<file path="config.mk">
export PLATFORM = sky130hd
export DESIGN_NAME = scan_seq_ctrl
export DESIGN_NICKNAME = d
export VERILOG_FILES = /design/src/rtl/scan_seq_pkg.sv /design/src/rtl/scan_shift_reg.sv /design/src/rtl/scan_seq_ctrl.sv
export SDC_FILE = /design/constraint.sdc
export NUM_CORES = 1
export LEC_CHECK = 0
export ABC_AREA = 0
export CAP_MARGIN = 30
export CORE_MARGIN = 2
export CORE_UTILIZATION = 50
export DETAILED_ROUTE_END_ITERATION = 8
export PLACE_DENSITY = 0.86
export SKIP_CTS_REPAIR_TIMING = 1
export SYNTH_ARGS = -nofsm -noshare
export SYNTH_HDL_FRONTEND = slang
export SYNTH_HIERARCHICAL = 1
export SYNTH_SLANG_ARGS = --single-unit
</file>
<file path="constraint.sdc">
create_clock -name clk -period 2.9 [get_ports clk]
set_input_delay 0.58 -clock clk [delete_from_list [all_inputs] [get_ports clk]]
set_output_delay 0.58 -clock clk [all_outputs]
set_load 0.05 [all_outputs]
</file>
<file path="src/rtl/scan_seq_pkg.sv">
// Shared definitions for the scan-access sequencer: FSM state encoding and
// request mode constants.
package scan_seq_pkg;

  typedef logic [2:0] state_t;

  localparam state_t ST_IDLE  = 3'd0;
  localparam state_t ST_DRAIN = 3'd1;
  localparam state_t ST_SETUP = 3'd2;
  localparam state_t ST_SHIFT = 3'd3;
  localparam state_t ST_EXIT  = 3'd4;
  localparam state_t ST_RESP  = 3'd5;

  localparam logic MODE_DUMP = 1'b0;
  localparam logic MODE_LOAD = 1'b1;

endpackage

</file>
<file path="src/rtl/scan_shift_reg.sv">
// Capture register for the scan snapshot: cleared on request accept, one bit
// written per shift cycle at the given index, held otherwise.
module scan_shift_reg #(
  parameter int W  = 16,
  parameter int IW = $clog2(W)
) (
  input  logic          clk,
  input  logic          reset,
  input  logic          clr_i,
  input  logic          we_i,
  input  logic [IW-1:0] idx_i,
  input  logic          bit_i,
  output logic [W-1:0]  data_o
);

  logic [W-1:0] data_q;

  always_ff @(posedge clk) begin
    if (reset || clr_i) begin
      data_q <= '0;
    end else if (we_i) begin
      data_q[idx_i] <= bit_i;
    end
  end

  assign data_o = data_q;

endmodule

</file>
<file path="src/rtl/scan_seq_ctrl.sv">
// Scan-access sequencer: drains the in-flight DUT op, shifts the scan chain
// CHAIN_LEN times (DUMP recirculates, LOAD drives a pattern) and returns sout.
// Handshakes: a transfer happens on the rising edge where valid & ready are
// both 1; req side is ready only in IDLE, resp_val holds with stable data
// until resp_rdy.
module scan_seq_ctrl
  import scan_seq_pkg::*;
#(
  parameter int CHAIN_LEN     = 16,
  parameter int DRAIN_TIMEOUT = 64
) (
  input  logic                 clk,
  input  logic                 reset,
  input  logic                 req_val,
  output logic                 req_rdy,
  input  logic                 req_mode,
  input  logic [CHAIN_LEN-1:0] req_data,
  output logic                 resp_val,
  input  logic                 resp_rdy,
  output logic [CHAIN_LEN-1:0] resp_data,
  output logic                 resp_err,
  input  logic                 dut_busy,
  output logic                 hold_op,
  output logic                 sen,
  output logic                 scan_ce,
  output logic                 sin,
  input  logic                 sout,
  output logic [2:0]           dbg_state
);

  localparam int TW = $clog2(DRAIN_TIMEOUT + 1);
  localparam int KW = $clog2(CHAIN_LEN);

  state_t               state_q, state_d;
  logic [TW-1:0]        tcnt_q, tcnt_d;
  logic [KW-1:0]        kcnt_q, kcnt_d;
  logic                 mode_q, mode_d;
  logic [CHAIN_LEN-1:0] data_q, data_d;
  logic                 err_q, err_d;
  logic                 accept;
  logic                 drain_to;

  assign accept   = (state_q == ST_IDLE) && req_val;
  assign drain_to = (state_q == ST_DRAIN) && dut_busy &&
                    (tcnt_q == TW'(DRAIN_TIMEOUT - 1));

  always_ff @(posedge clk) begin
    if (reset) begin
      state_q <= ST_IDLE;
      tcnt_q  <= '0;
      kcnt_q  <= '0;
      mode_q  <= MODE_DUMP;
      data_q  <= '0;
      err_q   <= 1'b0;
    end else begin
      state_q <= state_d;
      tcnt_q  <= tcnt_d;
      kcnt_q  <= kcnt_d;
      mode_q  <= mode_d;
      data_q  <= data_d;
      err_q   <= err_d;
    end
  end

  always_comb begin
    state_d = state_q;
    case (state_q)
      ST_IDLE:  if (req_val) state_d = ST_DRAIN;
      ST_DRAIN: begin
        if (!dut_busy)     state_d = ST_SETUP;
        else if (drain_to) state_d = ST_RESP;
      end
      ST_SETUP: state_d = ST_SHIFT;
      ST_SHIFT: if (kcnt_q == KW'(CHAIN_LEN - 1)) state_d = ST_EXIT;
      ST_EXIT:  state_d = ST_RESP;
      ST_RESP:  if (resp_rdy) state_d = ST_IDLE;
      default:  state_d = ST_IDLE;
    endcase
  end

  // Timeout counter restarts on every DRAIN entry and saturates; shift index
  // restarts in SETUP and stops at the last bit.
  always_comb begin
    tcnt_d = tcnt_q;
    kcnt_d = kcnt_q;
    mode_d = mode_q;
    data_d = data_q;
    err_d  = err_q;
    if (state_q == ST_IDLE) tcnt_d = '0;
    if ((state_q == ST_DRAIN) && dut_busy && (tcnt_q != TW'(DRAIN_TIMEOUT)))
      tcnt_d = tcnt_q + 1'b1;
    if (state_q == ST_SETUP) kcnt_d = '0;
    if ((state_q == ST_SHIFT) && (kcnt_q != KW'(CHAIN_LEN - 1)))
      kcnt_d = kcnt_q + 1'b1;
    if (accept) begin
      mode_d = req_mode;
      data_d = req_data;
      err_d  = 1'b0;
    end
    if (drain_to) err_d = 1'b1;
  end

  always_comb begin
    req_rdy   = (state_q == ST_IDLE);
    hold_op   = (state_q != ST_IDLE);
    sen       = (state_q == ST_SETUP) || (state_q == ST_SHIFT);
    scan_ce   = (state_q == ST_SHIFT);
    resp_val  = (state_q == ST_RESP);
    resp_err  = err_q;
    dbg_state = state_q;
    sin       = 1'b0;
    if (state_q == ST_SHIFT)
      sin = (mode_q == MODE_LOAD) ? data_q[kcnt_q] : sout;
  end

  scan_shift_reg #(.W(CHAIN_LEN), .IW(KW)) u_capture (
    .clk    (clk),
    .reset  (reset),
    .clr_i  (accept),
    .we_i   (state_q == ST_SHIFT),
    .idx_i  (kcnt_q),
    .bit_i  (sout),
    .data_o (resp_data)
  );

endmodule

</file>
== After elaboration in Yosys (flattened, before gate mapping) ==
Cells that the tools add are included.

* Memories kept: 0
* Bits in registers: 48
* RAM bits: 0
* Bits in read-only memories: 0
* Output and inout bits: 26
* Bits of input ports: 23
* Word-level logic and storage cells: 57
* Bits in latches: 0

* Bitwise gates (word level): 0
* Magnitude comparators: 2
* Equality and inequality tests: 13
* $add $sub $neg: 2
* Multiply operators: 0
* Shift operators: 0
* Mux-type cells: 19
* Div/mod/pow operators: 0
* Reductions and logical operators: 14

{| class="wikitable"
|+ Operators with widths
! operator !! count
|-
| one-hot mux 3 bit (6 select lines) || 1
|-
| bitwise mux 16 bit || 1
|-
| 2-to-1 mux 3 bit || 5
|-
| 2-to-1 mux 7 bit || 2
|-
| 2-to-1 mux 4 bit || 2
|-
| adder 7 x 1 -> 7 bit, second input constant || 1
|-
| == test 7 x 6 -> 1 bit, second input constant || 1
|-
| inequality test 7 bit, second input constant || 1
|-
| == test 3 x 2 -> 1 bit, second input constant || 2
|-
| == test 3 bit, second input constant || 2
|-
| logical AND 1 bit || 6
|-
| 2-to-1 mux 1 bit || 6
|-
| nonzero test 2 bit || 3
|-
| less-than comparator 4 x 5 -> 1 bit, second input constant || 1
|-
| adder 4 x 1 -> 4 bit, second input constant || 1
|-
| binary-select mux 1 bit (select 4 bit) || 1
|-
| demux 1 bit (select 4 bit) || 1
|-
| == test 4 bit, second input constant || 1
|-
| >= comparator 4 x 1 -> 1 bit, second input constant || 1
|-
| inequality test 2 x 1 -> 1 bit, second input constant || 2
|-
| inequality test 4 bit, second input constant || 1
|-
| AND reduction 4 bit || 1
|-
| == test 3 x 1 -> 1 bit, second input constant || 1
|-
| logical NOT 3 bit || 1
|-
| other kinds (4) || 5
|}

== Logic depth before layout (Yosys ltp) ==
* Depth in word-level cells: 6
* Mapped depth: 8
* Gate-level depth less buffers: 6

== Hierarchy ==
The synthesis kept the hierarchy.

{| class="wikitable"
|+ Modules (own cells, without submodules)
! module !! cells an instance !! area an instance (um2) !! times used !! sequential area each (um2)
|-
| scan_seq_ctrl || 189 || 1570.3 || 1 || 640.6
|-
| scan_shift_reg || 76 || 730.7 || 1 || 320.3
|}

== Worst setup path after synthesis ==
No wires, ideal clock.

* Path kind: flip-flop to flip-flop
* From: register state_q[2] (netlist: dbg_state[2])
* To: register state_q[1] (netlist: dbg_state[1])
* Arrival time: 2.747 ns
* Path buffers: 0
* Stages on the path, launching flop included: 6
* Required time: 2.784 ns
* Clock period less this slack: 2.864 ns
* Setup slack: 0.036 ns
* Library setup time: 0.116 ns
* Path through: dfxtp_1 -> nor3_2 -> clkinv_1 -> o221ai_1 -> or4b_1 -> a21boi_1

* Elaborated cells between the ends (all ways): 14
* Classes of those cells: 9 x eq/ne; 1 x mux; 4 x reduce/logical

{| class="wikitable"
|+ RTL lines
! element !! line !! source
|-
| start: declaration || scan_seq_ctrl.sv:34 || <nowiki>state_t state_q, state_d;</nowiki>
|-
| start signal: assignment || scan_seq_ctrl.sv:56 || <nowiki>state_q <= state_d;</nowiki>
|-
| logical NOT 3 bit * || -- ||
|-
| via req_rdy || scan_seq_ctrl.sv:15 || <nowiki>output logic req_rdy,</nowiki>
|-
| inequality test 2 bit (no source line) || -- ||
|-
| AND reduction 4 bit (no source line) || -- ||
|}

Mark *: on every way through the listed nets, which the timed path passes. The rest lies on a longest branch.
A chain may end at the register's enable or synchronous reset.

== Final worst setup path ==
* From: register kcnt_q[2]
* To: output port sin

* Longest elaborated chain between the ends: 4

{| class="wikitable"
|+ Ends and longest elaborated chain
! element !! line !! source
|-
| start: declaration || scan_seq_ctrl.sv:36 || <nowiki>logic [KW-1:0] kcnt_q, kcnt_d;</nowiki>
|-
| start signal: assignment || scan_seq_ctrl.sv:58 || <nowiki>kcnt_q <= kcnt_d;</nowiki>
|-
| binary-select mux 1 bit (select 4 bit) || scan_seq_ctrl.sv:113 || <nowiki>sin = (mode_q == MODE_LOAD) ? data_q[kcnt_q] : sout;</nowiki>
|-
| 2-to-1 mux 1 bit (not written as such) || scan_seq_ctrl.sv:113 ||
|-
| 2-to-1 mux 1 bit || scan_seq_ctrl.sv:113 ||
|-
| 2-to-1 mux 1 bit || scan_seq_ctrl.sv:112 || <nowiki>if (state_q == ST_SHIFT)</nowiki>
|-
| end: declaration || scan_seq_ctrl.sv:26 || <nowiki>output logic sin,</nowiki>
|}

Every way passes these cells. The select of a mux whose other input is x is not followed.

==> summary.md <==
- **result of the run** complete, no violations
- **synthesized area per cell** 8.68 um^2
- **Routed WL** 4960 um
- **die extent in y** 71.8 um
- **unrepaired setup endpoints after global routing** false
- **Die X-Extent** 71.8 um
- **critical path, cell by cell** mux4_1 -> mux4_2 -> mux2i_1 -> nor2_1 -> buf_4
- **largest net degree at the start of global routing** 34
- **clk_lat worst skew** 0.31 ns
- **fraction of post-synthesis cell area in the top cell type by area** 41.8%
- **CTS tree** done
- **standard cell with the maximum stage delay on the critical path** mux4_1
- **# port buffers** 48
- **wire length of the first global-routing pass** 8140 um
- **peak per-stage delay on the critical path** 0.59 ns
- **Post-Route Skew** 0.00841 ns
- **Inserted Diodes** 0
- **initial core utilization** 52.5%
- **Worst Setup Path Type** flop to output pin
- **CTS Buf Count** 5
- **worst IR drop on VDD** 0.323 mV
- **top achievable clock speed** 357 MHz
- **worst-case clock buffer depth** 2
- **residual overflow from global routing** 0
- **distinct cell type count after synthesis** 46
- **Finished Cell Area** 2900 um^2
- **CP max FO** 5
- **final layout net count** 339
- **final period demand of the worst path** 2.80 ns
- **standard cell core area** 4380 um^2
- **ranking of synthesized cells by area** dfxtp_1 42%, nand2_1 12%, mux2i_1 7.8%
- **final RePlAce weighted congestion** 0.840
- **post-synthesis instance area** 2300 um^2
- **H-tree depth** 2
- **sequential element share of the synthesized area** 41.8%
- **final setup violating endpoints** 0
- **proportion of layout cells with a drive suffix above 1** 7.32%
- **endpoint arrival time on the critical path** 2.22 ns
- **leading cell type in the layout, fill and taps excluded** nand2_1
- **most frequent cells in the layout** 74 x nand2_1, 48 x dfxtp_1, 47 x clkdlybuf4s50_1, 29 x a21oi_1, 18 x mux2i_1
- **via count of the first global-routing pass** 1,789
- **top cell family by delay on the critical path** multiplexers
- **vias per std cell** 5.61
- **Final Hold Violating Endpoints** 0
- **dominant cell type by area after synthesis** dfxtp_1
- **drt first-iter violations** 192
- **total number of yosys warnings** 6
- **post-synthesis cell count** 265
- **final-report max-slew violation count** 0
- **synthesis-stage register bit count** 48
- **Leak** 1.15 nW
- **antenna violations before repair** 0
- **nature of the critical path endpoint** output pin
- **Final HPWL DP** 3570 um
- **Overall Global Routing Usage** 20.1%
- **via total after detailed routing** 2,054
- **number of design rule violations left after detail routing** 0
- **Clock Tree Root** clkbuf_8
- **total iterations of the first detailed-routing run** 4
- **kind of launch point of the worst setup path** flop
- **Critical path buffers and inverters** 1
- **max capacitance violation total** 0
- **routed length per instance** 13.6 um
- **Die Outline Area** 5160 um^2
- **instance area at placement** 2810 um^2
- **number of nets still failing antenna checks after routing** 0
- **post-layout utilization of the core** 66.1%
- **final setup TNS** 0 ns
- **CTS sink cnt** 48
- **area added between synthesis and finish** 25.9%
- **post-synth net total** 291
- **Req. time, crit path** 2.32 ns
- **standard-cell row count** 24
- **clock transition time at the flip-flop clock pins of the worst setup and hold paths** 0.08 ns
- **share of the cycle needed by the critical path after routing** 96.7%
- **power consumption** 1.33 mW
- **Worst Tran Pin Value** 0.514 ns
- **power density cells** 459 nW/um^2
- **IO Count** 49
- **Hold WC Path Type** flop to flop
- **Max-Slew Margin vs Limit** 65.6%
[synthesized netlist by cell type, drive strengths merged]
cell,n
a311oi,2
nor4,1
o31ai,1
dfxtp,48
or4b,1
nand3b,3
and2b,2
nand4bb,1
clkbuf,8
a21oi,29
a31o,1
nor3b,2
or4bb,1
o21a,1
a21boi,1
a31oi,2
o22ai,1
and3b,3
and3,4
a211oi,3
mux2i,18
o21ai,3
clkinv,2
and2,1
ha,3
inv,3
mux4,5
o221ai,1
nor2b,1
nand3,13
nand2,75
nand4,1
nor2,10
buf,5
nor3,5
nand2b,4
[through the flow]
stage	hold WS [ns]	worst slack [ns]	cells
2_1_floorplan	0.432	0.0362	265
3_5_place_dp	0.444	0.399	358
5_1_grt	0.474	0.00540	366
4_1_cts	0.456	0.0740	366
3_3_place_gp	0.443	0.506	358
6_report	0.454	0.0957	366
[power breakdown]
part / total [mW] / switching, mW / internal [mW] / leakage [nW]
sequential: 0.702 / 0.0209 / 0.681 / 0.389
clock: 0.409 / 0.214 / 0.195 / 0.0455
combinational: 0.218 / 0.128 / 0.0902 / 0.715
total: 1.33 / 0.363 / 0.966 / 1.15
[sequential cells by signal, summed over array words and instances (netlist names)]
signal	cells
mode_q	1
data_q	16
u_capture/data_o	16
tcnt_q	7
kcnt_q	4
dbg_state	3
resp_err	1
[cells by family (layout without fill, tap and decap cells)]
logic type | count (synthesis) | count (layout) | synth area share (%)
simple gates | 128 | 128 | 27.3
mux | 23 | 23 | 13.4
flops | 48 | 48 | 41.8
compound gates | 45 | 45 | 11.5
buf+inv | 18 | 67 | 4.40
fa+ha+maj | 3 | 3 | 1.63
[worst min-delay path: stages, from the launching register on]
cell and delay (ns):
dfxtp_1 0.31, nand2_1 0.05, a21oi_1 0.05
[metal layers]
metal	routed length, um	global-route usage (%)	vias up	part of all wire, %
met1	2150	24.8	948	43
met4	97	8.60	0	2.0
met2	2420	33.3	70	49
met3	295	5.06	12	5.9
li1	-	-	1024	-
met5	0	0	-	0
[path summary, 6_finish.rpt]
kind                                     end  slack [ns]  cells after the start      start
worst min register to register     data_q[4]        0.45                      2  data_q[4]
worst min-delay path               data_q[4]        0.45                      2  data_q[4]
worst max register to register  dbg_state[1]        0.92                      5  kcnt_q[1]
worst max-delay path                     sin         0.1                      5  kcnt_q[2]
[final cells by class]
class,count,area [um^2]
fillers,362,1490
multi-input cells,199,1240
flip-flops and latches,48,961
repair buffers,54,523
clock buffers,8,90.1
well taps,52,65.1
inverters,5,18.8
Power figures use the tool's default switching activity.
